==> config.mk <==
export PLATFORM = sky130hd
export DESIGN_NAME = uart_rx_frame_ctrl
export DESIGN_NICKNAME = d
export VERILOG_FILES = /design/src/rtl/uart_rx_frame_pkg.sv /design/src/rtl/rx_fifo_fetch.sv /design/src/rtl/uart_rx_frame_ctrl.sv
export SDC_FILE = /design/constraint.sdc
export NUM_CORES = 1
export LEC_CHECK = 0
export BUFFER_PORTS_ARGS = -buffer_cell sky130_fd_sc_hd__buf_2
export CORE_MARGIN = 2
export CORE_UTILIZATION = 50
export DETAILED_ROUTE_END_ITERATION = 8
export PLACE_DENSITY = 0.77
export SETUP_SLACK_MARGIN = 0.4
export SYNTH_ARGS = -nofsm -noshare
export SYNTH_HDL_FRONTEND = slang
export SYNTH_HIERARCHICAL = 1
export SYNTH_SLANG_ARGS = --single-unit
==> constraint.sdc <==
create_clock -name clk -period 5.77 [get_ports clk]
set_input_delay 1.154 -clock clk [delete_from_list [all_inputs] [get_ports clk]]
set_output_delay 1.154 -clock clk [all_outputs]
set_load 0.1 [all_outputs]
==> src/rtl/uart_rx_frame_pkg.sv <==
// rtl/uart_rx_frame_pkg.sv - shared constants and types for the UART config-frame receiver
//
// Purpose: sync byte, frame FSM state encoding and error codes shared by the
// frame controller and its testbench-facing outputs.
package uart_rx_frame_pkg;

  localparam logic [7:0] SYNC_BYTE = 8'hA5;

  typedef enum logic [2:0] {
    ST_HUNT   = 3'd0,
    ST_ADDR   = 3'd1,
    ST_LEN    = 3'd2,
    ST_DATA   = 3'd3,
    ST_CHK    = 3'd4,
    ST_COMMIT = 3'd5
  } state_t;

  localparam logic [1:0] ERR_NONE    = 2'd0;
  localparam logic [1:0] ERR_BAD_LEN = 2'd1;
  localparam logic [1:0] ERR_BAD_CHK = 2'd2;
  localparam logic [1:0] ERR_TIMEOUT = 2'd3;

endpackage

==> src/rtl/rx_fifo_fetch.sv <==
// rtl/rx_fifo_fetch.sv - pop handshake towards the UART Rx FIFO
//
// Purpose: issues single-cycle NxT pops while enabled and presents the popped
// byte one cycle later as byte_vld/byte_data. At most one pop is outstanding,
// so pops are spaced at least two cycles apart and Rx_EMPTY has caught up.
// Ports:
//   clk, rst        clock, asynchronous active-low reset
//   fetch_en        controller allows a new pop
//   Rx_EMPTY        FIFO empty flag
//   O_DATA          FIFO read data, valid the cycle after NxT
//   NxT             pop request
//   byte_vld        byte_data holds a freshly popped byte
//   byte_data       popped byte
module rx_fifo_fetch (
  input  logic       clk,
  input  logic       rst,
  input  logic       fetch_en,
  input  logic       Rx_EMPTY,
  input  logic [7:0] O_DATA,
  output logic       NxT,
  output logic       byte_vld,
  output logic [7:0] byte_data
);

  logic r_pending;

  // rst gates the pop so nothing leaves the FIFO while reset is held.
  assign NxT       = rst & fetch_en & ~Rx_EMPTY & ~r_pending;
  assign byte_vld  = r_pending;
  assign byte_data = O_DATA;

  always_ff @(posedge clk or negedge rst) begin
    if (!rst) begin
      r_pending <= 1'b0;
    end else begin
      r_pending <= NxT;
    end
  end

endmodule

==> src/rtl/uart_rx_frame_ctrl.sv <==
// rtl/uart_rx_frame_ctrl.sv - host config-frame parser and register-write committer
//
// Purpose: drains the UART Rx FIFO, parses frames A5/ADDR/LEN/payload/CHK
// (CHK = XOR of ADDR, LEN and payload), and commits a validated payload as
// sequential ready/valid writes to addresses ADDR, ADDR+1, ... (8-bit wrap).
// Ports:
//   clk, rst                 clock, asynchronous active-low reset
//   Rx_EMPTY, O_DATA, NxT    Rx FIFO pop interface
//   cfg_wr/cfg_ready         config write handshake
//   cfg_addr, cfg_data       config write beat
//   frame_ok, frame_err      one-cycle frame result pulses
//   err_code, err_cnt        last error and saturating rejected-frame count
//   busy                     frame in progress (FSM not hunting)
module uart_rx_frame_ctrl
  import uart_rx_frame_pkg::*;
#(
  parameter int          MAX_LEN = 8,
  parameter logic [15:0] TIMEOUT = 16'd50000
) (
  input  logic       clk,
  input  logic       rst,
  input  logic       Rx_EMPTY,
  input  logic [7:0] O_DATA,
  output logic       NxT,
  output logic       cfg_wr,
  input  logic       cfg_ready,
  output logic [7:0] cfg_addr,
  output logic [7:0] cfg_data,
  output logic       frame_ok,
  output logic       frame_err,
  output logic [1:0] err_code,
  output logic [7:0] err_cnt,
  output logic       busy
);

  localparam int         IW        = $clog2(MAX_LEN + 1);
  localparam int         BIW       = (MAX_LEN > 1) ? $clog2(MAX_LEN) : 1;
  localparam logic [7:0] MAX_LEN_B = 8'(MAX_LEN);

  state_t          r_state, w_state_nxt;
  logic [7:0]      r_addr;
  logic [IW-1:0]   r_len;
  logic [IW-1:0]   r_idx;
  logic [7:0]      r_chk;
  logic [7:0]      r_buf [MAX_LEN];
  logic [15:0]     r_tmo;
  logic [1:0]      r_err_code;
  logic [7:0]      r_err_cnt;
  logic            r_frame_ok;
  logic            r_frame_err;

  logic            w_byte_vld;
  logic [7:0]      w_byte;
  logic            w_fetch_en;
  logic [IW-1:0]   w_idx_inc;
  logic [BIW-1:0]  w_bidx;
  logic            w_in_frame;
  logic            w_tmo_hit;
  logic            w_err;
  logic [1:0]      w_err_code;
  logic            w_commit_done;

  // The FIFO keeps buffering host bytes while the commit drains.
  assign w_fetch_en = (r_state != ST_COMMIT);

  rx_fifo_fetch u_fetch (
    .clk       (clk),
    .rst       (rst),
    .fetch_en  (w_fetch_en),
    .Rx_EMPTY  (Rx_EMPTY),
    .O_DATA    (O_DATA),
    .NxT       (NxT),
    .byte_vld  (w_byte_vld),
    .byte_data (w_byte)
  );

  assign w_idx_inc  = r_idx + 1'b1;
  assign w_bidx     = r_idx[BIW-1:0];
  assign w_in_frame = (r_state == ST_ADDR) || (r_state == ST_LEN) ||
                      (r_state == ST_DATA) || (r_state == ST_CHK);
  assign w_tmo_hit  = (r_tmo == TIMEOUT);

  always_ff @(posedge clk or negedge rst) begin
    if (!rst) begin
      r_state <= ST_HUNT;
    end else begin
      r_state <= w_state_nxt;
    end
  end

  // A byte arriving in the timeout cycle is handled first, so the timeout
  // branch is only reached when no byte is present.
  always_comb begin
    w_state_nxt   = r_state;
    w_err         = 1'b0;
    w_err_code    = ERR_NONE;
    w_commit_done = 1'b0;
    case (r_state)
      ST_HUNT: begin
        if (w_byte_vld && (w_byte == SYNC_BYTE)) w_state_nxt = ST_ADDR;
      end
      ST_ADDR, ST_LEN, ST_DATA, ST_CHK: begin
        if (w_byte_vld) begin
          case (r_state)
            ST_ADDR: w_state_nxt = ST_LEN;
            ST_LEN: begin
              if ((w_byte == 8'd0) || (w_byte > MAX_LEN_B)) begin
                w_err       = 1'b1;
                w_err_code  = ERR_BAD_LEN;
                w_state_nxt = ST_HUNT;
              end else begin
                w_state_nxt = ST_DATA;
              end
            end
            ST_DATA: begin
              if (w_idx_inc == r_len) w_state_nxt = ST_CHK;
            end
            default: begin
              if (w_byte == r_chk) begin
                w_state_nxt = ST_COMMIT;
              end else begin
                w_err       = 1'b1;
                w_err_code  = ERR_BAD_CHK;
                w_state_nxt = ST_HUNT;
              end
            end
          endcase
        end else if (w_tmo_hit) begin
          w_err       = 1'b1;
          w_err_code  = ERR_TIMEOUT;
          w_state_nxt = ST_HUNT;
        end
      end
      ST_COMMIT: begin
        if (cfg_ready && (w_idx_inc == r_len)) begin
          w_commit_done = 1'b1;
          w_state_nxt   = ST_HUNT;
        end
      end
      default: w_state_nxt = ST_HUNT;
    endcase
  end

  always_ff @(posedge clk or negedge rst) begin
    if (!rst) begin
      r_addr      <= 8'd0;
      r_len       <= '0;
      r_idx       <= '0;
      r_chk       <= 8'd0;
      r_tmo       <= 16'd0;
      r_err_code  <= ERR_NONE;
      r_err_cnt   <= 8'd0;
      r_frame_ok  <= 1'b0;
      r_frame_err <= 1'b0;
      for (int i = 0; i < MAX_LEN; i++) r_buf[i] <= 8'd0;
    end else begin
      r_frame_ok  <= w_commit_done;
      r_frame_err <= w_err;

      if (w_err) begin
        r_err_code <= w_err_code;
        if (r_err_cnt != 8'hFF) r_err_cnt <= r_err_cnt + 8'd1;
      end else if (w_commit_done) begin
        r_err_code <= ERR_NONE;
      end

      if (w_in_frame && !w_byte_vld && !w_tmo_hit) r_tmo <= r_tmo + 16'd1;
      else                                         r_tmo <= 16'd0;

      case (r_state)
        ST_HUNT: begin
          if (w_byte_vld && (w_byte == SYNC_BYTE)) r_chk <= 8'd0;
        end
        ST_ADDR: begin
          if (w_byte_vld) begin
            r_addr <= w_byte;
            r_chk  <= r_chk ^ w_byte;
          end
        end
        ST_LEN: begin
          if (w_byte_vld && !w_err) begin
            r_len <= w_byte[IW-1:0];
            r_chk <= r_chk ^ w_byte;
            r_idx <= '0;
          end
        end
        ST_DATA: begin
          if (w_byte_vld) begin
            r_buf[w_bidx] <= w_byte;
            r_chk         <= r_chk ^ w_byte;
            r_idx         <= w_idx_inc;
          end
        end
        ST_CHK: begin
          if (w_byte_vld) r_idx <= '0;
        end
        ST_COMMIT: begin
          if (cfg_ready) r_idx <= w_idx_inc;
        end
        default: ;
      endcase
    end
  end

  assign cfg_wr    = (r_state == ST_COMMIT);
  assign cfg_addr  = cfg_wr ? (r_addr + 8'(r_idx)) : 8'd0;
  assign cfg_data  = cfg_wr ? r_buf[w_bidx] : 8'd0;
  assign frame_ok  = r_frame_ok;
  assign frame_err = r_frame_err;
  assign err_code  = r_err_code;
  assign err_cnt   = r_err_cnt;
  assign busy      = (r_state != ST_HUNT);

endmodule

After elaboration in Yosys (flattened, before gate mapping)
Cells that the tools add are included.

Output and inout port bits: 31. Bits in registers: 120. Logic and storage cells: 124. Input bits: 12.

Bitwise gates (word level): 7. Magnitude comparators: 3. Reduce and logical (&&, ||, !) cells: 28. $add $sub $neg: 4. Eq/ne operators: 20. Multiplexer cells: 43.

Operators by type and width (count): bitwise mux 64 bit (1); 2-to-1 mux 8 bit (8); binary-select mux 8 bit (select 3 bit) (1); demux 8 bit (select 3 bit) (1); case mux 8 bit (3 select lines) (1); 2-to-1 mux 3 bit (6); case mux 3 bit (3 select lines) (2); adder 16 x 1 -> 16 bit (second input constant) (1); equality test 16 bit (second input constant) (1); 2-to-1 mux 16 bit (1); 2-to-1 mux 4 bit (4); case mux 4 bit (4 select lines) (1); 2-to-1 mux 2 bit (7); inequality test 2 x 1 -> 1 bit (second input constant) (6); adder 8 x 1 -> 8 bit (second input constant) (1); adder 8 x 4 -> 8 bit (1); equality test 8 bit (1); equality test 8 bit (second input constant) (1); greater-than comparator 8 x 4 -> 1 bit (second input constant) (1); logical NOT 8 bit (1); 2-to-1 mux 1 bit (8); inequality test 8 bit (second input constant) (1); AND reduction 2 bit (4); AND reduction 4 bit (2); 27 further kinds (43).

Depth between registers and ports, before layout
Gate-level depths: netlist (run 1).

Word-level depth: 10. Depth in mapped cells: 8. Depth with buffers taken out: 7.

Cells and area by module
The synthesis (run 1) kept the hierarchy.

Modules (own cells, without submodules): uart_rx_frame_ctrl (seq. area each 2977.9 µm², cells each 550, instances 1, area each 6188.4 µm²); rx_fifo_fetch (seq. area each 25.0 µm², cells each 10, instances 1, area each 97.6 µm²).

Worst setup path after synthesis (run 1)
No wires, ideal clock.

Path kind: register -> output. Start: register r_idx[1]. End: output cfg_data[5]. Required time: 4.616 ns. Stages on the path, launching flop included: 8. Path slack: 1.558 ns. Data arrival time: 3.058 ns. Path buffers: 3. Cell sequence: dfrtp_1 buf_2 buf_1 clkbuf_1 mux2i_1 nor2_1 a22oi_1 a21oi_1.

Longest elaborated chain between the ends: 5.

RTL lines: from (decl) (RTL line uart_rx_frame_ctrl.sv:43) `logic [IW-1:0] r_idx;`; from (signal assigned) (RTL line uart_rx_frame_ctrl.sv:191) `r_idx <= w_idx_inc;`; from (signal assigned) (RTL line uart_rx_frame_ctrl.sv:198) `if (cfg_ready) r_idx <= w_idx_inc;`; NOT 3 -> 4 bit (not written as such) (RTL line uart_rx_frame_ctrl.sv:207) `assign cfg_data = cfg_wr ? r_buf[w_bidx] : 8'd0;`; binary-select mux 8 bit (select 3 bit) (RTL line uart_rx_frame_ctrl.sv:207); 2-to-1 mux 8 bit (not written as such) (2 in a row) (RTL line uart_rx_frame_ctrl.sv:207); 2-to-1 mux 8 bit (RTL line uart_rx_frame_ctrl.sv:207); to (decl) (RTL line uart_rx_frame_ctrl.sv:28) `output logic [7:0] cfg_data,`.

Every way passes these cells. The select of a mux whose other input is x is not followed.

Final worst setup path (run 1)
Start: register r_idx[0]. End: output cfg_addr[7].

Longest elaborated chain between the ends: 2.

RTL lines: adder 8 x 4 -> 8 bit (RTL line uart_rx_frame_ctrl.sv:206) `assign cfg_addr = cfg_wr ? (r_addr + 8'(r_idx)) : 8'd0;`; 2-to-1 mux 8 bit (RTL line uart_rx_frame_ctrl.sv:206); to (decl) (RTL line uart_rx_frame_ctrl.sv:27) `output logic [7:0] cfg_addr,`.

Every way passes these cells.

==> out/qor_table.md, run 1 <==
| Group | Parameter | Reported |
|:---|:---|:---|
| final layout | Share of post-route cells with drive strength above 1 | 29.0% |
| logic synthesis | Flip-flop and latch count after synthesis | 120 |
| logic synthesis | Sequential cell area fraction in the yosys report | 47.8% |
| run status | Run status | completed |
| logic synthesis | Cells after synthesis | 560 |
| die | Height of the die | 116 um |
| timing | Worst setup slack after layout | 1280 ps |
| critical path | FF-to-FF path depth | 6 |
| timing | Number of pins exceeding their max-slew limit in the final report | 0 |
| route | Total vias in the final route | 4576 |
| clock tree | Later-pin clock latency in the skew report | 410 ps |
| timing | Min cycle time layout | 4490 ps |
| clock tree | Maximum level of the CTS H-tree | 4 |
| timing | Final-report setup violation count | 0 |
| global route | Number of antenna violations at the first check in global routing | 0 |
| die | Die Width | 116 um |
| critical path | Crit. End Element | output port |
| logic synthesis | Synth Warn # | 6 |
| final layout | Sequential cell area | 3000 um2 |
| final layout | Footprint of the multi-input gates | 3080 um2 |
| logic synthesis | Share of synthesized registers carrying an async set or reset | 100% |
| timing | Unrepaired setup endpoints after global routing | no |
| logic synthesis | Share of Yosys cell area claimed by the top area cell type | 47.8% |
| clock tree | Number of buffers created by CTS | 17 |
| clock tree | Number of clock sinks | 120 |
| global route | Number of global-route vias before repair | 4731 |
| timing | Total count of hold-check failures in the final report | 0 |
| critical path | Beginning of the critical path | r_idx[0]$_DFFE_PN0P_ |
| final layout | Ant. Diodes | 0 |
| final layout | Leading cell type in the layout, fill and taps excluded | dfrtp_1 |
| timing | Fmax | 0.223 GHz |
| logic synthesis | Yosys cell types | 62 |
| die | Top-Level Pins | 43 |
| timing | Setup TNS | 0 ps |
| die | Die Footprint | 13500 um2 |
| worst hold path | Worst Hold Depth | 1 |
| clock tree | Cell at the root of the clock tree | clkbuf_16 |
| logic synthesis | Synth Flop Type | dfrtp_1 |
| power | Total power divided by cell area | 488 nW/um2 |
| global route | Total global-route track usage | 23.3% |
| clock tree | Number of buffers inserted for hold repair after clock tree synthesis | 0 |
| die | CORE AREA | 12200 um2 |
| die | Initial Utilization | 51.7% |
| critical path | Crit-path max FO | 32 |
| critical path | Destination of the worst register-to-register timing path | r_state[0]$_DFFE_PN0P_ |
| critical path | Cell at the slowest stage of the critical path | dfrtp_1 |
| power | Peak supply drop | 0.349 mV |
| final layout | Final standard cell utilization of the core | 59.3% |
| logic synthesis | Synthesized netlist net count | 582 |
| job | Max_cap viols | 0 |
| place | Cell count after placement | 738 |
| place | DP Wirelength | 9160 um |
| place | Pre-CTS setup slack | 1710 ps |
| critical path | RR Startpoint | r_idx[0]$_DFFE_PN0P_ |
| place | Final weighted congestion in routability-driven placement | 0.844 |
| final layout | Final nets | 611 |
| timing | Maximum clock skew at final layout | 7.86 ps |
| global route | Wire length of the first global-routing pass | 24100 um |
| timing | Slew at the pin closest to its max-slew limit | 1150 ps |
| clock tree | Number of buffers inserted by post-CTS setup repair | 0 |
| power | Sum of internal, switching and leakage power | 3.52 mW |
| critical path | Kind of critical path | reg2out |
| timing | Slew HR | 23.5% |
| final layout | Filler cell count in the final layout | 964 |
| route | Number of routed nets with antenna violations | 0 |
| route | Iteration count of the initial detailed-routing pass | 7 |
| logic synthesis | Post-synthesis instance area | 6290 um2 |
| route | Wire length per cell after detailed routing | 18.8 um |
| critical path | Critical path destination | cfg_addr[7] |
| critical path | Ordered cell list for the critical path | ha_1 -> a21o_1 -> a21o_1 -> a21oi_1 -> or4_1 -> a21oi_1 -> buf_2 |
| clock tree | Maximum buffer depth of the clock tree | 2 |
| logic synthesis | Largest cells by area after synthesis | dfrtp_1 (48%), mux2_2 (15%), xnor2_1 (2.6%) |
| route | 1st-iter DRT viols | 401 |
| place | PortBufs | 42 |
| worst hold path | Min-delay worst type | reg2reg |
| final layout | Most frequent cells in the layout | dfrtp_1 (120), mux2_2 (82), nor2_1 (44) |
| timing | Share of the clock period used by the worst path | 77.8% |
| logic synthesis | Post-synth EDFFs | 0 |
| global route | Maximum number of pins on one net before global-route repair | 73 |
| route | Vias per cell | 5.95 |
| clock tree | CTS clk-pin slew, worst paths | 60 ps |
| logic synthesis | Average footprint of a synthesized cell | 11.2 um2 |
| final layout | Area growth from synthesis to layout | 14.7% |
| clock tree | Post_cts resized | 0 |
| critical path | Stage delay of the slowest cell on the critical path | 1090 ps |
| critical path | Critical path data required time | 4620 ps |
| critical path | CP startpoint kind | register |
| route | Count of unresolved DRC violations after routing | 0 |
| global route | Remaining global-route overflow | 0 |
| clock tree | TritonCTS clock tree | built |
| critical path | FF-to-FF setup slack | 2800 ps |
| power | Static leakage | 3.25 nW |
| route | Total Routed Length | 14500 um |
| critical path | Crit path DAT | 3340 ps |
| logic synthesis | Cell type with the largest total area after synthesis | dfrtp_1 |
| die | Cell row count | 40 |
| final layout | Finished Layout Cells | 769 |
## per-layer routing
layer	part of all wire (%)	wire (um)	global-route usage, %
met4	2.3	330	9.37
met5	0	0	0
met2	51	7370	40.6
met1	42	6110	29.0
met3	4.6	666	4.10
## cells by family after synthesis
| group | count (synthesis) | synth area share, % |
|---|---|---|
| muxes | 96 | 18.2 |
| buffers and inverters | 44 | 3.20 |
| adders and majority gates | 10 | 2.11 |
| AOI/OAI and AO/OA | 94 | 10.0 |
| DFF | 120 | 47.8 |
| xor gates and xnor gates | 30 | 4.42 |
| and+or+nand+nor | 166 | 14.3 |
## report_power, final
part           total [mW]  switching (mW)  leakage, nW  internal, mW
combinational        1.21           0.856         1.37         0.355
sequential           1.14           0.163         1.57         0.978
clock                1.17           0.372        0.313         0.797
## how the worst min path moves through the flow
stage | startpoint | endpoint
finish | r_tmo[0]$_DFF_PN0_ | r_tmo[0]$_DFF_PN0_
global route | r_tmo[0]$_DFF_PN0_ | r_tmo[0]$_DFF_PN0_
detailed placement | r_tmo[0]$_DFF_PN0_ | r_tmo[0]$_DFF_PN0_
CTS | r_tmo[0]$_DFF_PN0_ | r_tmo[0]$_DFF_PN0_
global placement | r_tmo[0]$_DFF_PN0_ | r_tmo[0]$_DFF_PN0_
floorplan | r_tmo[0]$_DFF_PN0_ | r_tmo[0]$_DFF_PN0_
## Yosys cell counts, drive strengths merged (5+ instances only)
cell / number
ha: 9
mux2: 85
dfrtp: 120
nand3: 16
a22oi: 7
o21ai: 34
mux4: 6
xor2: 10
xnor2: 19
a21o: 5
or3: 6
nand2b: 9
and3: 9
nand4: 9
a21oi: 22
inv: 9
nor2b: 8
mux2i: 5
clkbuf: 21
nor3: 5
nand2: 31
nor2: 44
o31ai: 5
buf: 14
## flip-flops by register name (all words and copies together) (netlist names)
signal / cells
r_idx: 4
frame_ok: 1
r_len: 4
r_buf: 64
r_tmo: 16
err_cnt: 8
r_state: 3
frame_err: 1
err_code: 2
r_addr: 8
u_fetch/byte_vld: 1
r_chk: 8
## through the flow
step           hold slack [ps]  area, um2
3_3_place_gp               461       6560
3_5_place_dp               473       6560
4_1_cts                    480       7210
2_1_floorplan              447       6290
6_report                   476       7210
5_1_grt                    502       7210
## worst max-delay path, delay by kind of cell (launching register included)
family          cells  cell delay, ps
flops               1            1090
compound gates      4             530
simple gates        1             480
buf+inv             1             460
fa+ha+maj           1             350
## layout make-up
type,count,area share (%)
Clock inverter,8,2.33
Timing Repair Buffer,45,3.26
Multi-Input combinational cell,396,42.7
Inverter,9,0.469
Clock buffer,23,6.63
Sequential cell,120,41.7
Tap cell,168,2.92
No activity file was read; power rests on OpenSTA's default activity.
==> inputs of run 2 (changes only) <==
- ABC_AREA: default -> 1
- clock period: 5.77 -> 4.6 ns (I/O delays scaled with it)
==> run 2 against run 1 <==
Compared with the run above: synthesized cell count is 39% higher; largest cell class is now sequential cells; via count is 15% higher; largest power group is now clock; setup slack worse by 250 ps; sequential cell count stayed put; count of clock-buffer cells in the layout is 2 higher; clock power is 27% higher; critical path depth is 3 higher; die area is 1.7% lower.
==> out/qor_table.md, run 2 <==
| Group | Parameter | Reported | Change |
|:---|:---|:---|:---|
| die | Die Footprint | 13300 um2 | was 13500 um2 |
| global route | Remaining global-route overflow | 0 | unchanged |
| timing | Min cycle time layout | 3570 ps |  |
| route | Count of unresolved DRC violations after routing | 0 | unchanged |
| logic synthesis | Cells after synthesis | 777 | was 560 |
| final layout | Footprint of the multi-input gates | 2670 um2 | was 3080 um2 |
| final layout | Largest register by flop count | r_buf | unchanged |
| critical path | Number of buffer and inverter instances along the worst setup path | 2 | was 1 |
| critical path | Ordered cell list for the critical path | ha_1 -> fa_1 -> nand2_1 -> inv_1 -> o21ai_0 -> nand2_1 -> nand2_1 -> nor3b_1 -> nor3_2 -> buf_2 | was ha_1 -> a21o_1 -> a21o_1 -> a21oi_1 -> or4_1 -> a21oi_1 -> buf_2 |
| final layout | Filler cell count in the final layout | 1041 | was 964 |
| route | Number of routed nets with antenna violations | 0 | unchanged |
| job | Max_cap viols | 0 | unchanged |
| die | Cell row count | 40 | unchanged |
| final layout | Finished Layout Cells | 970 | was 769 |
| die | Initial Utilization | 51.4% | was 51.7% |
| global route | Maximum number of pins on one net before global-route repair | 84 | was 73 |
| clock tree | Later-pin clock latency in the skew report | 430 ps | was 410 ps |
| timing | Total count of hold-check failures in the final report | 0 | unchanged |
| route | Top metal layer carrying routed signals | met4 | unchanged |
| critical path | Kind of critical path | reg2out | unchanged |
| final layout | Flip-flop count of the largest register after layout | 64 | unchanged |
| final layout | Area growth from synthesis to layout | 14.5% | was 14.7% |
| critical path | Cell at the slowest stage of the critical path | dfrtp_1 | unchanged |
| power | Peak supply drop | 0.562 mV | was 0.349 mV |
| clock tree | Number of buffers created by CTS | 17 | unchanged |
| critical path | Crit. End Element | output port | unchanged |
| logic synthesis | Post-synthesis instance area | 6180 um2 | was 6290 um2 |
| power | Static leakage | 3.66 nW | was 3.25 nW |
| clock tree | Number of buffers inserted for hold repair after clock tree synthesis | 0 | unchanged |
| power | Sum of internal, switching and leakage power | 4.02 mW | was 3.52 mW |
| logic synthesis | Sequential cell area fraction in the yosys report | 48.6% | was 47.8% |
| logic synthesis | Cell type with the largest total area after synthesis | dfrtp_1 | unchanged |
| final layout | Largest registers in the final layout | r_buf: 64 flops, r_tmo: 16 flops | unchanged |
| critical path | Destination of the worst register-to-register timing path | r_buf[11]$_DFFE_PN0P_ | was r_state[0]$_DFFE_PN0P_ |
| global route | Total global-route track usage | 23.6% | was 23.3% |
| route | Met1 wire length | 6690 um | was 6110 um |
| place | Final weighted congestion in routability-driven placement | 0.872 | was 0.844 |
| logic synthesis | Largest cells by area after synthesis | dfrtp_1 (49%), nand2_1 (14%), o21ai_0 (6.4%) | was dfrtp_1 (48%), mux2_2 (15%), xnor2_1 (2.6%) |
| final layout | Ant. Diodes | 0 | unchanged |
| clock tree | Post_cts resized | 0 | unchanged |
| final layout | Share of post-route cells with drive strength above 1 | 12.8% | was 29.0% |
| place | PortBufs | 42 | unchanged |
| timing | Slew at the pin closest to its max-slew limit | 1030 ps | was 1150 ps |
| timing | Slew HR | 31.6% | was 23.5% |
| critical path | Worst path most repeated cell | nand2_1 |  |
| timing | Maximum clock skew at final layout | 7.34 ps | was 7.86 ps |
| final layout | Sequential cell area | 3000 um2 | unchanged |
| logic synthesis | Share of Yosys cell area claimed by the top area cell type | 48.6% | was 47.8% |
| critical path | Crit-path max FO | 11 | was 32 |
| route | Met2 WL | 6960 um | was 7370 um |
| final layout | Leading cell type in the layout, fill and taps excluded | nand2_1 | was dfrtp_1 |
| critical path | FF-to-FF path depth | 5 | was 6 |
| route | Total vias in the final route | 5241 | was 4576 |
| critical path | RR Startpoint | r_idx[2]$_DFFE_PN0P_ | was r_idx[0]$_DFFE_PN0P_ |
| run status | Run status | completed | unchanged |
| timing | Fmax | 0.280 GHz |  |
| critical path | Crit path DAT | 2650 ps | was 3340 ps |
| place | DP Wirelength | 9680 um | was 9160 um |
| global route | Number of global-route vias before repair | 4989 | was 4731 |
| logic synthesis | Most instantiated library cell after synthesis | nand2_1 | was dfrtp_1 |
| clock tree | TritonCTS clock tree | built | unchanged |
| logic synthesis | Synthesized netlist net count | 799 | was 582 |
| clock tree | Number of buffers inserted by post-CTS setup repair | 0 | unchanged |
| logic synthesis | Share of synthesized registers carrying an async set or reset | 100% | unchanged |
| final layout | Most frequent cells in the layout | nand2_1 (228), dfrtp_1 (120), inv_1 (81) | was dfrtp_1 (120), mux2_2 (82), nor2_1 (44) |
| final layout | Final nets | 832 | was 611 |
| place | Cell count after placement | 938 | was 738 |
| clock tree | Maximum level of the CTS H-tree | 4 | unchanged |
| route | Routed length on met3 | 832 um | was 666 um |
| global route | Number of antenna violations at the first check in global routing | 0 | unchanged |
| clock tree | Cell at the root of the clock tree | clkbuf_16 | unchanged |
| power | Total power divided by cell area | 568 nW/um2 | was 488 nW/um2 |
| logic synthesis | Top cell types by occurrence after synthesis | nand2_1 (228), dfrtp_1 (120), inv_1 (81) | was dfrtp_1 (120), mux2_2 (82), nor2_1 (44) |
| clock tree | CTS clk-pin slew, worst paths | 50 ps | was 60 ps |
| die | Die Width | 115 um | was 116 um |
| critical path | CP startpoint kind | register | unchanged |
| worst hold path | Min-delay worst type | in2async | was reg2reg |
| die | Top-Level Pins | 43 | unchanged |
| route | Total Routed Length | 14700 um | was 14500 um |
| route | 1st-iter DRT viols | 466 | was 401 |
| critical path | Critical path data required time | 3680 ps | was 4620 ps |
| logic synthesis | Synth Warn # | 6 | unchanged |
| timing | Final-report setup violation count | 0 | unchanged |
| timing | Share of the clock period used by the worst path | 77.6% |  |
| logic synthesis | Post-synth EDFFs | 0 | unchanged |
| route | Iteration count of the initial detailed-routing pass | 5 | was 7 |
| final layout | Final standard cell utilization of the core | 58.9% | was 59.3% |
| global route | Wire length of the first global-routing pass | 24300 um | was 24100 um |
| critical path | Stage delay of the slowest cell on the critical path | 500 ps | was 1090 ps |
| route | Wire length per cell after detailed routing | 15.2 um | was 18.8 um |
| logic synthesis | Yosys cell types | 40 | was 62 |
| critical path | FF-to-FF setup slack | 2570 ps | was 2800 ps |
| logic synthesis | Synth Flop Type | dfrtp_1 | unchanged |
| critical path | Top Family by Delay on Critical Path | adder cells | was flip-flops |
| die | CORE AREA | 12000 um2 | was 12200 um2 |
| route | Vias per cell | 5.40 | was 5.95 |
| timing | Unrepaired setup endpoints after global routing | no | unchanged |
| timing | Setup TNS | 0 ps | unchanged |
| timing | Number of pins exceeding their max-slew limit in the final report | 0 | unchanged |
| die | Height of the die | 115 um | was 116 um |
| logic synthesis | Flip-flop and latch count after synthesis | 120 | unchanged |
| clock tree | Maximum buffer depth of the clock tree | 2 | unchanged |
| logic synthesis | Average footprint of a synthesized cell | 7.95 um2 | was 11.2 um2 |
| clock tree | Number of clock sinks | 120 | unchanged |
==> run 2: layer usage <==
| metal | GRT usage (%) | vias to the layer above |
|---|---|---|
| li1 | - | 2586 |
| met1 | 31.6 | 2475 |
| met2 | 37.3 | 151 |
| met3 | 5.96 | 29 |
| met4 | 8.76 | 0 |
| met5 | 0 | - |
==> run 2: cell type report <==
type | count | area share, %
Tap cell | 147 | 2.60
Inverter | 89 | 4.76
Clock buffer | 25 | 7.00
Sequential cell | 120 | 42.4
Timing Repair Buffer | 43 | 3.11
Multi-Input combinational cell | 539 | 37.8
Clock inverter | 7 | 2.30
==> run 2: report_power, final <==
part	total, mW	switching (mW)	internal (mW)	leakage (nW)
clock	1.49	0.469	1.02	0.318
sequential	1.35	0.140	1.21	1.31
combinational	1.18	0.863	0.315	2.03
total	4.02	1.47	2.55	3.66
==> run 2: cells by family after synthesis <==
kind of cell | count (synthesis) | share of synthesized area (%)
DFF | 120 | 48.6
AOI/OAI and AO/OA | 141 | 12.5
buffers and inverters | 118 | 8.18
and+or+nand+nor | 373 | 26.4
xor gates and xnor gates | 15 | 2.13
adders and majority gates | 10 | 2.15
==> run 2: per-stage QoR <==
stage | hold slack [ps] | setup slack (ps) | cell area [um2]
floorplan | 453 | 262 | 6180
global placement | 466 | 1500 | 6420
detailed placement | 473 | 1480 | 6420
CTS | 481 | 1020 | 7070
global route | 495 | 870 | 7070
finish | 460 | 1030 | 7070
==> run 2: worst max-delay path by stage <==
stage	end	depth (start not counted)	slack (ps)	startpoint
3_3_place_gp	cfg_addr[6]	10	1500	r_idx[0]$_DFFE_PN0P_
5_1_grt	cfg_addr[6]	10	870	r_idx[0]$_DFFE_PN0P_
2_1_floorplan	cfg_data[4]	6	260	r_state[1]$_DFFE_PN0P_
3_5_place_dp	cfg_addr[6]	10	1480	r_idx[0]$_DFFE_PN0P_
4_1_cts	cfg_addr[6]	10	1020	r_idx[0]$_DFFE_PN0P_
6_report	cfg_addr[6]	10	1030	r_idx[0]$_DFFE_PN0P_
